[config.mk]
export PLATFORM = sky130hd
export DESIGN_NAME = mem_arbiter
export DESIGN_NICKNAME = d
export VERILOG_FILES = /design/src/rtl/mem_arb_pkg.sv /design/src/rtl/mem_arb_pick.sv /design/src/rtl/mem_arbiter.sv
export SDC_FILE = /design/constraint.sdc
export NUM_CORES = 1
export LEC_CHECK = 0
export ABC_AREA = 1
export CAP_MARGIN = 20
export CORE_ASPECT_RATIO = 0.5
export CORE_MARGIN = 1
export CORE_UTILIZATION = 35
export DETAILED_ROUTE_END_ITERATION = 12
export PLACE_DENSITY = 0.68
export RECOVER_POWER = 25
export SYNTH_ARGS = -nofsm -noshare
export SYNTH_HDL_FRONTEND = slang
export SYNTH_SLANG_ARGS = --single-unit
export TNS_END_PERCENT = 100
[constraint.sdc]
create_clock -name clk_100M -period 2.2 [get_ports clk_100M]
set_clock_uncertainty 0.2 [all_clocks]
set_input_delay 0.22 -clock clk_100M [delete_from_list [all_inputs] [get_ports clk_100M]]
set_output_delay 0.22 -clock clk_100M [all_outputs]
set_load 0.02 [all_outputs]
[src/rtl/mem_arb_pkg.sv]
// mem_arb_pkg: shared types for the two-port memory arbiter.
// Holds the FSM state encoding, the requester port index type and a
// one-hot to index helper used by both the top and the winner picker.
`timescale 1ns/1ps

package mem_arb_pkg;

  typedef enum logic [1:0] {
    IDLE   = 2'd0,
    ACCESS = 2'd1,
    RESP   = 2'd2
  } arb_state_t;

  // Port 0 is the CPU, port 1 is the debug/loader master.
  typedef logic port_idx_t;

  localparam port_idx_t PORT_CPU = 1'b0;
  localparam port_idx_t PORT_DBG = 1'b1;

  // Only ever called with a one-hot (or zero) vector; port 1 maps to index 1.
  function automatic port_idx_t oh_to_idx(input logic [1:0] oh);
    return oh[1];
  endfunction

endpackage

[src/rtl/mem_arb_pick.sv]
// mem_arb_pick: selects one winner among the two requesters.
// Build option MEM_ARB_RR_EN: when defined, contention resolves round-robin
// (the port not granted last wins) and a last-grant register is kept here,
// reset to port 1 so port 0 wins first. When undefined, port 0 always wins
// and no last-grant state exists.
`timescale 1ns/1ps

module mem_arb_pick
  import mem_arb_pkg::*;
(
  input  logic       clk_100M,
  input  logic       rst_n,
  input  logic       clk_en,
  input  logic [1:0] req,
  input  logic       take,
  output logic [1:0] gnt_oh
);

`ifdef MEM_ARB_RR_EN
  port_idx_t last_q;
  port_idx_t last_d;

  // Remember which port was granted whenever the arbiter accepts a request.
  always_comb begin
    last_d = last_q;
    if (take) begin
      last_d = oh_to_idx(gnt_oh);
    end
  end

  // Last-grant register, only advanced on enabled edges.
  always_ff @(posedge clk_100M or negedge rst_n) begin
    if (!rst_n) begin
      last_q <= PORT_DBG;
    end else if (clk_en) begin
      last_q <= last_d;
    end
  end

  // Round-robin pick: on contention favour the port not granted last.
  always_comb begin
    gnt_oh = 2'b00;
    case (req)
      2'b01:   gnt_oh = 2'b01;
      2'b10:   gnt_oh = 2'b10;
      2'b11:   gnt_oh = (last_q == PORT_CPU) ? 2'b10 : 2'b01;
      default: gnt_oh = 2'b00;
    endcase
  end
`else
  // Fixed priority needs no history, so the clocking inputs go unused.
  logic unused_rr;
  assign unused_rr = ^{clk_100M, rst_n, clk_en, take};

  // Fixed priority pick: port 0 always wins contention.
  always_comb begin
    gnt_oh = 2'b00;
    if (req[0]) begin
      gnt_oh = 2'b01;
    end else if (req[1]) begin
      gnt_oh = 2'b10;
    end
  end
`endif

endmodule

[src/rtl/mem_arbiter.sv]
// mem_arbiter: two-port arbiter in front of a single-port synchronous RAM.
// Port 0 is the CPU, port 1 the debug/loader. One transaction is in flight
// at a time; a read returns data two enabled cycles after its grant, a write
// hits the RAM one enabled cycle after its grant. All state advances only on
// clk_100M edges with clk_en high.
// Build option MEM_ARB_RR_EN selects round-robin contention in mem_arb_pick;
// without it port 0 has fixed priority.
//
// state  | meaning
// IDLE   | no transaction; grant the picked requester and latch its command
// ACCESS | latched command driven to RAM; writes finish here
// RESP   | RAM read data returned to the winner with a one-cycle rvalid
`timescale 1ns/1ps

module mem_arbiter
  import mem_arb_pkg::*;
#(
  parameter int ADDR_W = 32,
  parameter int DATA_W = 32
) (
  input  logic              clk_100M,
  input  logic              rst_n,
  input  logic              clk_en,

  input  logic              req0,
  input  logic              we0,
  input  logic [ADDR_W-1:0] addr0,
  input  logic [DATA_W-1:0] wdata0,
  output logic              gnt0,
  output logic              rvalid0,
  output logic [DATA_W-1:0] rdata0,

  input  logic              req1,
  input  logic              we1,
  input  logic [ADDR_W-1:0] addr1,
  input  logic [DATA_W-1:0] wdata1,
  output logic              gnt1,
  output logic              rvalid1,
  output logic [DATA_W-1:0] rdata1,

  output logic              mem_wr_en,
  output logic [ADDR_W-1:0] mem_addr,
  output logic [DATA_W-1:0] mem_w_data,
  input  logic [DATA_W-1:0] mem_r_data,
  output logic              busy
);

  arb_state_t        state_q, state_d;
  logic              we_q, we_d;
  logic [ADDR_W-1:0] addr_q, addr_d;
  logic [DATA_W-1:0] wdata_q, wdata_d;
  port_idx_t         win_q, win_d;
  logic [DATA_W-1:0] rdata0_q, rdata0_d;
  logic [DATA_W-1:0] rdata1_q, rdata1_d;

  logic [1:0]        req_vec;
  logic [1:0]        pick_oh;
  logic              take;

  assign req_vec = {req1, req0};
  assign take    = (state_q == IDLE) && (|req_vec);

  mem_arb_pick u_pick (
    .clk_100M (clk_100M),
    .rst_n    (rst_n),
    .clk_en   (clk_en),
    .req      (req_vec),
    .take     (take),
    .gnt_oh   (pick_oh)
  );

  // Next-state, command latch and per-port response pulses.
  always_comb begin
    state_d  = state_q;
    we_d     = we_q;
    addr_d   = addr_q;
    wdata_d  = wdata_q;
    win_d    = win_q;
    rdata0_d = rdata0_q;
    rdata1_d = rdata1_q;
    gnt0     = 1'b0;
    gnt1     = 1'b0;
    rvalid0  = 1'b0;
    rvalid1  = 1'b0;

    case (state_q)
      IDLE: begin
        if (take) begin
          gnt0  = pick_oh[0];
          gnt1  = pick_oh[1];
          win_d = oh_to_idx(pick_oh);
          if (pick_oh[1]) begin
            we_d    = we1;
            addr_d  = addr1;
            wdata_d = wdata1;
          end else begin
            we_d    = we0;
            addr_d  = addr0;
            wdata_d = wdata0;
          end
          state_d = ACCESS;
        end
      end

      ACCESS: begin
        state_d = we_q ? IDLE : RESP;
      end

      RESP: begin
        // RAM data is valid in this cycle; pass it through and keep a copy.
        if (win_q == PORT_CPU) begin
          rvalid0  = 1'b1;
          rdata0_d = mem_r_data;
        end else begin
          rvalid1  = 1'b1;
          rdata1_d = mem_r_data;
        end
        state_d = IDLE;
      end

      default: begin
        state_d = IDLE;
      end
    endcase
  end

  // State and latch registers; held whenever clk_en is low.
  always_ff @(posedge clk_100M or negedge rst_n) begin
    if (!rst_n) begin
      state_q  <= IDLE;
      we_q     <= 1'b0;
      addr_q   <= '0;
      wdata_q  <= '0;
      win_q    <= PORT_CPU;
      rdata0_q <= '0;
      rdata1_q <= '0;
    end else if (clk_en) begin
      state_q  <= state_d;
      we_q     <= we_d;
      addr_q   <= addr_d;
      wdata_q  <= wdata_d;
      win_q    <= win_d;
      rdata0_q <= rdata0_d;
      rdata1_q <= rdata1_d;
    end
  end

  // Write enable is derived from state so reset removes it immediately.
  assign mem_wr_en  = (state_q == ACCESS) && we_q;
  assign mem_addr   = addr_q;
  assign mem_w_data = wdata_q;
  assign busy       = (state_q != IDLE);

  // Read data shows in the RESP cycle itself, then holds the captured copy.
  assign rdata0 = rdata0_d;
  assign rdata1 = rdata1_d;

endmodule

== After elaboration in Yosys (flattened, before gate mapping) ==
Cells that the tools add are included.

* Eq/ne operators: 3
* Multiplexer cells: 20
* Reduce and logical (&&, ||, !) cells: 7

{| class="wikitable"
|+ Operators with widths
! cell !! number
|-
| 32-bit 2-to-1 mux || 6
|-
| 1-bit 2-to-1 mux || 9
|-
| 2-bit 2-to-1 mux || 4
|-
| 2-bit case mux with 2 select lines || 1
|-
| 3-bit AND reduction || 1
|-
| 2-bit by 1-bit equality test with 1-bit output (second input constant) || 1
|-
| 2-bit equality test (second input constant) || 1
|-
| 1-bit logical AND || 2
|-
| 2-bit zero test || 1
|-
| 2-bit inequality test (second input constant) || 1
|-
| 2-bit AND reduction || 1
|-
| 2-bit nonzero test || 1
|-
| 2-bit OR reduction || 1
|}

* Flip-flop bits (word level): 132
* Output and inout bits: 134

== Logic depth before layout (Yosys ltp) ==
* Word-level depth: 4
* Gate-level depth with buffers: 9
* Mapped depth without buffers: 7

== Hierarchy ==
Synthesis repeated with hierarchy kept, for this count alone.

* Cell total of the unflattened synthesis: 1095
* Area, all modules: 7323.3 um^2

{| class="wikitable"
|+ By module, submodules not included
! module !! times used !! cells an instance !! area an instance (um^2) !! seq. area each (um^2)
|-
| mem_arbiter || 1 || 1092 || 7305.8 || 3303.2
|-
| mem_arb_pick || 1 || 3 || 17.5 || 0.0
|}

== Worst setup path after synthesis ==
Ideal clock, no wire load.

* Path type: register -> output
* From: reg win_q
* To: out rdata0[0]
* Arrival: 1.234 ns
* Data required time: 1.780 ns
* Setup slack: 0.546 ns
* Stages on the path, launching flop included: 7
* Cell sequence: dfrtp_1 -> buf_2 -> inv_1 -> nand3_1 -> buf_2 -> nand2_1 -> and2_1

* Longest elaborated chain between the ends: 2

{| class="wikitable"
|+ Ends and longest elaborated chain
! item !! RTL line !! RTL
|-
| start, declared || mem_arbiter.sv:52 || <nowiki>port_idx_t win_q, win_d;</nowiki>
|-
| start signal, assigned || mem_arbiter.sv:142 || <nowiki>win_q <= win_d;</nowiki>
|-
| 32-bit 2-to-1 mux || mem_arbiter.sv:111 || <nowiki>if (win_q == PORT_CPU) begin</nowiki>
|-
| 32-bit 2-to-1 mux || mem_arbiter.sv:86 || <nowiki>case (state_q)</nowiki>
|-
| end, declared || mem_arbiter.sv:31 || <nowiki>output logic [DATA_W-1:0] rdata0,</nowiki>
|}

No other way between the ends.

== Worst setup path after layout ==
* From: reg state_q[0]
* To: out rdata1[23]

* Longest elaborated chain between the ends: 2

{| class="wikitable"
|+ Ends and longest elaborated chain
! item !! RTL line !! RTL
|-
| start, declared || mem_arbiter.sv:48 || <nowiki>arb_state_t state_q, state_d;</nowiki>
|-
| start signal, assigned || mem_arbiter.sv:138 || <nowiki>state_q <= state_d;</nowiki>
|-
| 2-bit equality test || mem_arbiter.sv:86 ||
|-
| 32-bit 2-to-1 mux || mem_arbiter.sv:86 ||
|-
| end, declared || mem_arbiter.sv:39 || <nowiki>output logic [DATA_W-1:0] rdata1,</nowiki>
|}

No other way between the ends.

==> results.json <==
{
  "status": "complete, no violations",
  "die_w_um": 206,
  "period_needed_ns": 2.18,
  "cp_num_buf_inv": 3,
  "worst-path-max-fanout": 5,
  "crit_family": "buffers and inverters",
  "grt_util_all_layers_pct": 22.6,
  "post-route-drc-count": 0,
  "power_density_nw_per_um2": 1340,
  "antenna_found_initial": 0,
  "crit_path_max_incr_delay_ns": 0.44,
  "wl_per_cell_um": 14.6,
  "pre_cts_slack_ns": 0.0468,
  "antenna-diode-count": 0,
  "fp_rows": 36,
  "worst_slew_pin_slew_ns": 0.976,
  "ys_seq_elements": 132,
  "numCtsBuffers": 17,
  "final_cell_mix": "nand2_1 (584), clkdlybuf4s50_1 (228), dfrtp_1 (130), nand3_1 (109), inv_1 (102)",
  "place_congestion": 0.863,
  "timing.fmax_mhz": 459,
  "finalPower_uw": 15300,
  "worstHoldStart": "clk_en",
  "fin_nets": 1559,
  "die_h_um": 104,
  "worst_slew_margin_rel_pct": 34.9,
  "rr_worst_depth": 7,
  "synth-warning-count": 0,
  "antenna_left": 0,
  "crit_path_cell_trace": "nor2_4, buf_6, clkbuf_16, nand3_1, and2_1, buf_2",
  "synthesis.area_um2": 7290,
  "rsz0062_at_grt": "true",
  "initial_utilization_pct": 36.6,
  "first_iter_violations": 439,
  "cell_with_the_largest_stage_delay_on_the_worst_path": "dfrtp_2",
  "tns_ns": 0,
  "critPathLaunchType": "flip-flop",
  "synth_area_leader_cell": "dfrtp_1",
  "p_leak_uw": 0.00619,
  "grt_overflow": 0,
  "cp.required_ns": 1.78,
  "ctsHtreeMaxLevel": 4,
  "grt_pass1_vias": 7665,
  "ioPinCount": 301,
  "io_buffers": 300,
  "fillers": 1881,
  "finalSetupViolCount": 0,
  "syn_nets": 1257,
  "yosys-mux-area-fraction_pct": 0,
  "cts.path.max_buffers": 2,
  "cp_data_arrival_time_ns": 1.76,
  "largest_vdd_supply_drop_mv": 0.510,
  "timing.critical_path.to_type": "output pin",
  "post_synth_main_area_contributors": "dfrtp_1 (45%), nand2_1 (30%), nand3_1 (8.9%), and2_1 (5.5%), inv_1 (5.4%)",
  "vias": 7832,
  "die_area_um2": 21400,
  "fin_crit_sh_pct": 99.0,
  "final_hold_viol_count": 0,
  "yosys.area_share.simple_pct": 45.1,
  "synth_compound_area_share_pct": 0.206,
  "clock_sink_count": 132,
  "grt_start_max_net_pins": 68,
  "dr.pass1.iters": 4,
  "holdCritPathClass": "input port to flip-flop",
  "avgViaCountPerCell": 4.69,
  "post_synth_inst_count": 1090,
  "tritoncts": "built",
  "postSynthAreaPerCell_um2": 6.69,
  "maxSlewViolCount": 0,
  "global_route_wire_length_before_repair_um": 38600,
  "postRouteWirelength_um": 24300,
  "setup_slack_ns": 0.0229,
  "floorplan.core_area_um2": 19900,
  "setup.worst_path.start": "state_q[0]",
  "sequential_area_um2": 3310,
  "synth_sequential_area_ratio_pct": 45.3,
  "clk_latency_ns": 0.40,
  "clk_pin_slew_worst_paths_ns": 0.06,
  "synth_top_area_share_pct": 45.3,
  "r2r_start": "state_q[0]",
  "clockRootBuffer": "clkbuf_16",
  "synth_cell_types": 16,
  "yosys.area_share.adder_pct": 0,
  "hold_ws_ns": 0.115,
  "post_route_cells_drive_above_1_share_pct": 13.6,
  "drv_cap": 0,
  "synthToLayoutAreaGrowth_pct": 57.2,
  "critical_path_class": "flip-flop to output pin",
  "post_synth_xor_area_fraction_pct": 0,
  "area_of_the_multi_input_gates_um2": 3490,
  "worst_hold_path.num_cells": 3,
  "hpwl_um": 16500,
  "largest_family_of_logic_cells_by_synthesized_area": "simple AND/OR/NAND/NOR gates",
  "layout.core_utilization_pct": 57.6,
  "final_common_cell": "nand2_1",
  "worstSetupPathDepth": 6
}
==> worst min-delay path, cell delays in order <==
cell	delay [ns]
buf_2	0.26
nand3_1	0.15
nand2_1	0.04
==> sequential cells by signal, indices dropped and copies added (netlist names) <==
name        flops
mem_w_data     32
we_q            1
mem_addr       32
rdata1_q       32
rdata0_q       32
state_q         2
win_q           1
==> layout make-up <==
cell class                 instances  area share [%]
sequential                       132            28.8
clock inverter                     9           0.917
tap                              266            2.90
inverter                         108            3.54
multi-input combinational        789            30.4
timing repair buffer             344            29.2
clock buffer                      21            4.11
==> synth_stat cells, drive strengths merged <==
library cell  instances
and2                 64
buf                  41
clkbuf               20
dfrtp               132
inv                 108
nand2               585
nand3               131
nand4                 1
nor2                  4
nor3                  1
o21ai                 3
==> cell families after synthesis <==
family | Yosys count
and+or+nand+nor | 786
DFF | 132
AOI/OAI and AO/OA | 3
buffers and inverters | 169
==> through the flow <==
stage | cell area, um2 | instances
2_1_floorplan | 7290 | 1090
3_3_place_gp | 10600 | 1618
3_5_place_dp | 10600 | 1618
4_1_cts | 11200 | 1664
5_1_grt | 11500 | 1669
6_report | 11500 | 1669
==> what timing repair did <==
action	4_1_cts	5_1_grt
hold endpoints to repair	132	0
gates resized for setup	285	72
hold buffers	1	0
setup endpoints to repair	68	66
gates cloned	5	4
pin swaps	2	8
buffers inserted	10	3
==> final timing paths <==
check	slack, ns	end
worst min-delay path	0.12	rdata0_q[5]
worst max register to register	0.44	we_q
min in group asynchronous	0.31	rdata0_q[3]
max in group asynchronous	0.32	mem_w_data[22]
worst min register to register	0.28	mem_addr[1]
worst max-delay path	0.02	rdata1[23]
==> layer usage <==
metal	global-route usage, %	vias up	part of all wire, %
met5	0	-	0
met4	6.25	0	1.4
met3	3.79	26	4.7
met2	40.1	205	51
met1	28.1	3728	43
li1	-	3873	-
==> report_power, final <==
| group | internal [uW] | leakage [uW] | switching (uW) |
|---|---|---|---|
| logic | 3710 | 0.00424 | 4670 |
| clock network | 1740 | 0.000273 | 1050 |
| registers | 3550 | 0.00168 | 622 |
| total | 9000 | 0.00619 | 6340 |
(Power assumes the default switching activity.)
